`src/rtl/btn_tx_scheduler.sv`:
```
// Round-robin scheduler that turns button pulses into bytes on a shared UART transmitter.
// Optional build macro BTN_TX_CRLF_EN: every granted byte is followed by 8'h0D and 8'h0A.
module btn_tx_scheduler #(
  parameter int          N_BTN       = 4,
  parameter logic [7:0]  CHAR_BASE   = 8'h41,
  parameter int          ACK_TIMEOUT = 1000
) (
  input  logic              clk,
  input  logic              rst_n,
  input  logic [N_BTN-1:0]  btn_pulse,
  input  logic              tx_busy,
  output logic              tx_start,
  output logic [7:0]        tx_data,
  output logic [N_BTN-1:0]  pending,
  output logic [7:0]        drop_cnt,
  output logic              ack_err,
  output logic [1:0]        dbg_state
);

  localparam int PW = (N_BTN > 1) ? $clog2(N_BTN) : 1;
  localparam int CW = (ACK_TIMEOUT > 2) ? $clog2(ACK_TIMEOUT) : 1;

  typedef enum logic [1:0] {IDLE, START, WAIT_ACK, WAIT_DONE} state_t;

  // Transmitter handshake: tx_start is a one-cycle strobe with tx_data valid in the
  // same cycle; the transmitter acknowledges by raising tx_busy and releases the
  // channel by dropping it once the stop bit has gone out.
  state_t          state, state_nxt;
  logic [PW-1:0]   ptr;
  logic [PW-1:0]   ptr_inc;
  logic [CW-1:0]   to_cnt;
  logic            at_limit;
  logic            timeout_hit;
  logic            grant_valid;
  logic            do_grant;
  logic [PW-1:0]   grant_idx;
  logic [N_BTN-1:0] grant_mask;
  logic [PW:0]     cand;
  logic [N_BTN-1:0] pend_nxt;
  logic [N_BTN-1:0] drop_bits;
  logic [3:0]      drop_inc;
  logic [8:0]      drop_sum;
  logic [7:0]      drop_nxt;
`ifdef BTN_TX_CRLF_EN
  logic [1:0]      phase;
  logic            seq_next;
`endif

  assign tx_start  = (state == START);
  assign dbg_state = state;
  assign at_limit  = (to_cnt == CW'(ACK_TIMEOUT - 1));

  // Search from ptr upward, wrapping, for the first pending requester.
  always_comb begin
    grant_valid = 1'b0;
    grant_idx   = '0;
    cand        = '0;
    for (int k = 0; k < N_BTN; k++) begin
      cand = {1'b0, ptr} + (PW+1)'(k);
      if (cand >= (PW+1)'(N_BTN)) cand = cand - (PW+1)'(N_BTN);
      if (!grant_valid && pending[cand[PW-1:0]]) begin
        grant_valid = 1'b1;
        grant_idx   = cand[PW-1:0];
      end
    end
  end

  assign do_grant = (state == IDLE) && grant_valid;
  assign ptr_inc  = (grant_idx == PW'(N_BTN - 1)) ? '0 : grant_idx + PW'(1);

  // A pulse landing on its own grant cycle re-arms the bit and is not a drop.
  always_comb begin
    grant_mask = '0;
    if (do_grant) grant_mask[grant_idx] = 1'b1;
    pend_nxt  = (pending & ~grant_mask) | btn_pulse;
    drop_bits = btn_pulse & pending & ~grant_mask;
    drop_inc  = '0;
    for (int i = 0; i < N_BTN; i++) drop_inc = drop_inc + {3'b000, drop_bits[i]};
    drop_sum = {1'b0, drop_cnt} + {5'b00000, drop_inc};
    drop_nxt = drop_sum[8] ? 8'hFF : drop_sum[7:0];
  end

  always_comb begin
    state_nxt   = state;
    timeout_hit = 1'b0;
`ifdef BTN_TX_CRLF_EN
    seq_next    = 1'b0;
`endif
    case (state)
      IDLE:      if (grant_valid) state_nxt = START;
      START:     state_nxt = WAIT_ACK;
      WAIT_ACK: begin
        if (tx_busy) begin
          state_nxt = WAIT_DONE;
        end else if (at_limit) begin
          timeout_hit = 1'b1;
          state_nxt   = IDLE;
        end
      end
      WAIT_DONE: begin
        if (!tx_busy) begin
`ifdef BTN_TX_CRLF_EN
          if (phase != 2'd2) begin
            seq_next  = 1'b1;
            state_nxt = START;
          end else begin
            state_nxt = IDLE;
          end
`else
          state_nxt = IDLE;
`endif
        end
      end
      default:   state_nxt = IDLE;
    endcase
  end

  always_ff @(posedge clk or negedge rst_n) begin
    if (!rst_n) begin
      state    <= IDLE;
      pending  <= '0;
      drop_cnt <= '0;
      ack_err  <= 1'b0;
      tx_data  <= '0;
      ptr      <= '0;
      to_cnt   <= '0;
`ifdef BTN_TX_CRLF_EN
      phase    <= '0;
`endif
    end else begin
      state    <= state_nxt;
      pending  <= pend_nxt;
      drop_cnt <= drop_nxt;
      if (do_grant) begin
        tx_data <= CHAR_BASE + 8'(grant_idx);
        ptr     <= ptr_inc;
`ifdef BTN_TX_CRLF_EN
        phase   <= '0;
`endif
      end
      if (state == START) begin
        to_cnt <= '0;
      end else if (state == WAIT_ACK && !tx_busy && !at_limit) begin
        to_cnt <= to_cnt + CW'(1);
      end
      if (timeout_hit) ack_err <= 1'b1;
`ifdef BTN_TX_CRLF_EN
      // Trailer bytes follow the granted byte; a timeout drops back to IDLE instead.
      if (seq_next) begin
        phase   <= phase + 2'd1;
        tx_data <= (phase == 2'd0) ? 8'h0D : 8'h0A;
      end
`endif
    end
  end

endmodule

```
`config.mk`:
```
export PLATFORM = sky130hd
export DESIGN_NAME = btn_tx_scheduler
export DESIGN_NICKNAME = d
export VERILOG_FILES = /design/src/rtl/btn_tx_scheduler.sv
export SDC_FILE = /design/constraint.sdc
export NUM_CORES = 1
export LEC_CHECK = 0
export ABC_AREA = 0
export CORE_MARGIN = 2
export CORE_UTILIZATION = 30
export DETAILED_ROUTE_END_ITERATION = 12
export HOLD_SLACK_MARGIN = 0.08
export PLACE_DENSITY_LB_ADDON = 0.05
export SYNTH_ARGS = -nofsm -noshare
export SYNTH_HDL_FRONTEND = slang
export SYNTH_SLANG_ARGS = --single-unit
```
`constraint.sdc`:
```
create_clock -name clk -period 4.45 [get_ports clk]
set_input_delay 0.445 -clock clk [delete_from_list [all_inputs] [get_ports clk]]
set_output_delay 0.445 -clock clk [all_outputs]
set_load 0.02 [all_outputs]
```
==> results.cfg, run 1 <==
[outcome]
run_status = finished, final reports clean

[sta]
tightestPinTransition_ns = 0.594
report.final.hold_viol_count = 0
grt_setup_unrepaired = false
finalCriticalPeriod_ns = 3.66
timing.slew.headroom_pct = 60.4
setup_tns_ns = 0
achievable-frequency_ghz = 0.273
finalClockSkew_ns = 0.00944
timing.final.setup_violations = 0
post-route-period-util_pct = 82.2
timing.final.max_slew_violations = 0

[floorplanning]
floorplan.io_pins = 31
die_w_um = 77.4
rows = 26
die-height_um = 77.4
start_util_pct = 31.4
floorplan.die_area_um2 = 5990
core_um2 = 5140

[worst_setup_path]
worst_setup_path_start_kind = flop
crit_path_max_fanout = 7
timing.setup.critical_path_class = flop to flop
endpoint_class_of_the_critical_path = flop
crit_required_ns = 4.65
r2r_depth = 15
cp_arrival_ns = 3.86

[cells_and_area]
layout-drive-gt1-share_pct = 9.42
num-nets-final = 207
post_layout_nonfiller_instances = 261
post-route-util_pct = 39.2
postLayoutCellArea_um2 = 2020
antenna-diode-count = 0
area_delta_synth_final_pct = 24.8

[synth]
post_synth_main_area_contributors = sky130_fd_sc_hd__dfrtp_1, sky130_fd_sc_hd__ha_1, sky130_fd_sc_hd__nand3_1, sky130_fd_sc_hd__nand2_1, sky130_fd_sc_hd__fa_1
synth_top_area_share_pct = 44.9
synth_cells = 160
yosys_register_bits = 29
yosys.area.top_type = sky130_fd_sc_hd__dfrtp_1
syn-mean-instance-area_um2 = 10.1
yosys.cell_count.top_type = sky130_fd_sc_hd__dfrtp_1
ys_top_cells_by_count = sky130_fd_sc_hd__dfrtp_1, sky130_fd_sc_hd__nand2_1, sky130_fd_sc_hd__nand3_1
yosysWarnings = 0
yosys_most_used_dff = sky130_fd_sc_hd__dfrtp_1
ys_async_sr_fraction_pct = 100
synthDistinctLibCells = 42
synth_seq_area_share_pct = 44.9
synth_edf_count = 0
synth_area_um2 = 1620

[pwr]
power.density_nw_per_um2 = 665
maximum_vdd_drop_mv = 0.304
p_leak_nw = 0.870
power.total_mw = 1.34

[placement]
gpl.final_weighted_congestion = 0.769
numPortBuffers = 26
dp.cells = 254
dpl_cell_area_um2 = 1930
hpwlAfterDp_um = 2370

[route]
iter_0_drt_violations = 67
routed.top_layer = met4
detailroute.wirelength.met2_um = 1560
totalWireLength_um = 3330
route.met3.wl_um = 146
drcViolationCount = 0
drt_pre_antenna_iters = 4
vias_per_cell = 4.67
detail_route.wl_per_cell_um = 12.8
detail_route.wirelength.met1_um = 1570
vias = 1219
post_drt_antenna_nets = 0

[clocking]
clk_sink_count = 29
cts_tree = built
cts.clk_slew.worst_paths_ns = 0.07
h-tree-depth = 2
cts-resized-gates = 0
post_cts.repair.setup_buffers = 0
count_of_hold_buffers_inserted_by_post_cts_repair = 0
clk_latency_ns = 0.28
cts-root-to-sink-buffers = 2
cts_root_buffer = sky130_fd_sc_hd__clkbuf_8
cts_made_buffers = 5

[grt]
overflow = 0
grt_antenna_before_repair = 0
grt_pass1_vias = 1246
maximum_number_of_pins_on_one_net_before_global_route_repair = 30
grt_use_total_pct = 12.6
global_route_wire_length_before_repair_um = 5990

[flow_run]
cap_violations = 0

[min_path]
hold_path_class = flop to flop
min_delay_path_depth = 1
flip-flops by register name, indices dropped and copies added, names as in the netlist:
| register | flops |
|---|---|
| to_cnt | 10 |
| drop_cnt | 8 |
| pending | 4 |
| tx_data | 3 |
| dbg_state | 2 |
| ack_err | 1 |
| ptr | 1 |
per-layer routing:
layer,vias up,track usage [%]
met5,-,0
met4,0,4.46
met3,7,3.95
met2,22,20.3
met1,578,16.1
li1,612,-
stage by stage:
step | hold slack, ns | worst slack, ns
after floorplan | 0.149 | 0.958
after global placement | 0.452 | 0.851
after detailed placement | 0.455 | 0.739
after CTS | 0.470 | 0.755
after global routing | 0.501 | 0.447
final | 0.469 | 0.791
kinds of logic (layout without fill, tap and decap cells):
family | Yosys count | count (layout) | share of synthesized area [%]
flops | 29 | 29 | 44.9
simple gates | 63 | 63 | 20.5
buf+inv | 15 | 43 | 5.34
xor+xnor | 6 | 6 | 3.25
fa+ha+maj | 9 | 9 | 8.37
compound gates | 32 | 32 | 14.0
other cells | 1 | 4 | 0.232
mux | 5 | 5 | 3.33
power breakdown:
part / switching [mW] / internal, mW
registers: 0.106 / 0.350
logic: 0.350 / 0.317
clock network: 0.0957 / 0.122
total: 0.552 / 0.789
critical path, cell delays in order (launching register included):
cell and delay [ns]:
sky130_fd_sc_hd__dfrtp_1 0.44, sky130_fd_sc_hd__nand2b_1 0.13, sky130_fd_sc_hd__a21oi_1 0.06, sky130_fd_sc_hd__a211oi_1 0.44, sky130_fd_sc_hd__inv_1 0.14, sky130_fd_sc_hd__ha_1 0.22
sky130_fd_sc_hd__nand2_1 0.07, sky130_fd_sc_hd__nand3_1 0.11, sky130_fd_sc_hd__fa_1 0.50, sky130_fd_sc_hd__fa_1 0.45, sky130_fd_sc_hd__inv_1 0.08, sky130_fd_sc_hd__fa_1 0.19
sky130_fd_sc_hd__and3_1 0.21, sky130_fd_sc_hd__and3_1 0.19, sky130_fd_sc_hd__nand3_1 0.21, sky130_fd_sc_hd__nand2b_1 0.13
final timing paths:
path,from,endpoint,slack [ns]
worst max-delay path,tx_data[1],drop_cnt[1],0.79
worst min-delay path,tx_data[6],tx_data[6],0.47
worst max register to register,tx_data[1],drop_cnt[1],0.79
worst min register to register,tx_data[6],tx_data[6],0.47
max in group asynchronous,rst_n,drop_cnt[4],3.59
min in group asynchronous,rst_n,to_cnt[4],0.57
layout by cell type, fill, tap and decap left out, drive strengths merged, types with 3 or more instances in the layout:
master and count:
a21o 4, a21oi 6, and3 4, clkbuf 7, clkdlybuf4s50 26, conb 4, dfrtp 29, fa 3
ha 6, inv 9, mux2 3, nand2 18, nand3 14, nand4 3, nor2 9, o21ai 9
xnor2 3, xor2 3
cell type report:
cell class	count	area, um2
clock buffer	7	86.3
fill	538	3120
inverter	9	33.8
multi-input combinational	119	815
sequential	29	726
tap	70	87.6
timing repair buffer	27	268
Power figures use the tool's default switching activity.
==> run 2: changes to the inputs <==
==> constraint.sdc (replaced) <==
create_clock -name clk -period 2.9 [get_ports clk]
set_input_delay 0.29 -clock clk [delete_from_list [all_inputs] [get_ports clk]]
set_output_delay 0.29 -clock clk [all_outputs]
set_load 0.02 [all_outputs]
==> results.cfg, run 2 (same netlist as run 1, synthesis figures left out) <==
[pwr]
p_leak_nw = 1.01
maximum_vdd_drop_mv = 0.523
power.total_mw = 2.56
power.density_nw_per_um2 = 1080

[worst_setup_path]
setup.worst_path.end = drop_cnt[1]
worst_setup_path_start_kind = flop
crit_path_max_fanout = 6
endpoint_class_of_the_critical_path = flop
crit_required_ns = 3.12
cp_arrival_ns = 3.41
startpoint = tx_data[1]
regToRegSetupSlack_ns = -0.30
timing.setup.critical_path_class = flop to flop
r2r-start = tx_data[1]
r2r_depth = 14
timing.rr.end = drop_cnt[1]

[placement]
numPortBuffers = 26
gpl.final_weighted_congestion = 0.743
dpl_cell_area_um2 = 2120
hpwlAfterDp_um = 2650
pre_cts_ws_ns = -0.315

[sta]
tightestPinTransition_ns = 0.556
timing.final.max_slew_violations = 0
finalClockSkew_ns = 0.00516
timing.final.setup_violations = 8
fin_ws_ns = -0.298
post-route-period-util_pct = 110
achievable-frequency_ghz = 0.313
grt_setup_unrepaired = true
timing.slew.headroom_pct = 62.9
report.final.hold_viol_count = 0
finalCriticalPeriod_ns = 3.20

[grt]
global_route_wire_length_before_repair_um = 6510
overflow = 0
grt_antenna_before_repair = 0
grt_pass1_vias = 1400
grt_use_total_pct = 13.7
maximum_number_of_pins_on_one_net_before_global_route_repair = 30

[route]
vias_per_cell = 4.71
drt_pre_antenna_iters = 4
detail_route.wl_per_cell_um = 13.2
totalWireLength_um = 3800
post_drt_antenna_nets = 0
drcViolationCount = 0
vias = 1357
iter_0_drt_violations = 56

[clocking]
cts_root_buffer = sky130_fd_sc_hd__clkbuf_8
cts-root-to-sink-buffers = 2
cts.clk_slew.worst_paths_ns = 0.06
cts_made_buffers = 5
clk_latency_ns = 0.28
clk_sink_count = 29
h-tree-depth = 2
cts_tree = built

[cells_and_area]
area_delta_synth_final_pct = 47.2
layout-drive-gt1-share_pct = 33.9
max_flop_register = to_cnt
commonest_cells_after_routing_fill_and_taps_aside = sky130_fd_sc_hd__clkdlybuf4s50_1, sky130_fd_sc_hd__dfrtp_1, sky130_fd_sc_hd__buf_4
num-nets-final = 233
largest_registers = to_cnt (10), drop_cnt (8), pending (4)
max_reg_flops = 10
final_common_cell = sky130_fd_sc_hd__clkdlybuf4s50_1
antenna-diode-count = 0
postLayoutCellArea_um2 = 2380

[floorplanning]
die_w_um = 77.4
floorplan.die_area_um2 = 5990
die-height_um = 77.4
rows = 26
start_util_pct = 31.4
core_um2 = 5140
floorplan.io_pins = 31

[outcome]
failing_checks = negative setup slack
run_status = complete, but fails checks

[flow_run]
cap_violations = 0

[min_path]
hold_path_class = input pin to asynchronous set/reset pin
## run 2: changes by cell type in the layout (fill, tap and decap cells not counted), sizes merged
| cell | before | now |
|---|---|---|
| buf | 1 | 27 |
| clkbuf | 7 | 8 |
## run 2: what timing repair did
action / in CTS / in global routing
pin swaps: 9 / 11
endpoints found under the setup margin: 8 / 8
gates resized for setup: 7 / 19
setup buffers: 4 / 4
hold buffers: 0 / 0
## run 2: worst min path at each step
stage / start / endpoint / slack, ns / cells past startpoint
detailed placement: tx_data[6] / tx_data[6] / 0.45 / 1
global route: rst_n / to_cnt[3] / 0.44 / 2
CTS: rst_n / tx_data[2] / 0.42 / 2
finish: rst_n / tx_data[2] / 0.41 / 2
global placement: tx_data[6] / tx_data[6] / 0.45 / 1
floorplan: rst_n / ack_err / -0.006 / 0
## run 2: cell type report
cell class	count	area, um2
multi-input cells	119	975
well taps	70	87.6
clock buffers	8	80.1
repair buffers	53	470
fillers	522	2760
flip-flops and latches	29	731
inverters	9	33.8
## run 2: per-stage QoR
step | setup TNS, ns | std cells | hold WS, ns | utilization (%)
detailed placement | -2.39 | 272 | 0.453 | 41.3
finish | -2.29 | 288 | 0.407 | 46.3
floorplan | -1.85 | 163 | -0.00559 | -
global placement | -1.73 | 272 | 0.452 | 41.3
CTS | -2.11 | 284 | 0.418 | 44.0
global route | -3.35 | 288 | 0.440 | 46.3
## run 2: layer usage
metal,global-route usage [%],wire (um),part of all wire (%)
met1,18.2,1730,45
met3,4.30,150,3.9
met4,5.18,66,1.7
met2,21.0,1860,49
met5,0,0,0
## run 2: power breakdown
group | internal (mW) | leakage, nW | switching [mW]
combinational | 0.810 | 0.622 | 0.724
sequential | 0.541 | 0.348 | 0.168
clock | 0.170 | 0.0395 | 0.150
## run 2: worst max-delay path, cell delays in order (launching register included)
cell	delay, ns
sky130_fd_sc_hd__dfrtp_2	0.45
sky130_fd_sc_hd__buf_6	0.14
sky130_fd_sc_hd__o31ai_4	0.29
sky130_fd_sc_hd__o22a_1	0.25
sky130_fd_sc_hd__ha_4	0.17
sky130_fd_sc_hd__nand2_4	0.06
sky130_fd_sc_hd__nand3_4	0.10
sky130_fd_sc_hd__fa_1	0.43
sky130_fd_sc_hd__fa_2	0.36
sky130_fd_sc_hd__inv_2	0.07
sky130_fd_sc_hd__fa_2	0.20
sky130_fd_sc_hd__and3_4	0.22
sky130_fd_sc_hd__and3_4	0.21
sky130_fd_sc_hd__nand3_4	0.10
sky130_fd_sc_hd__nand2b_1	0.09
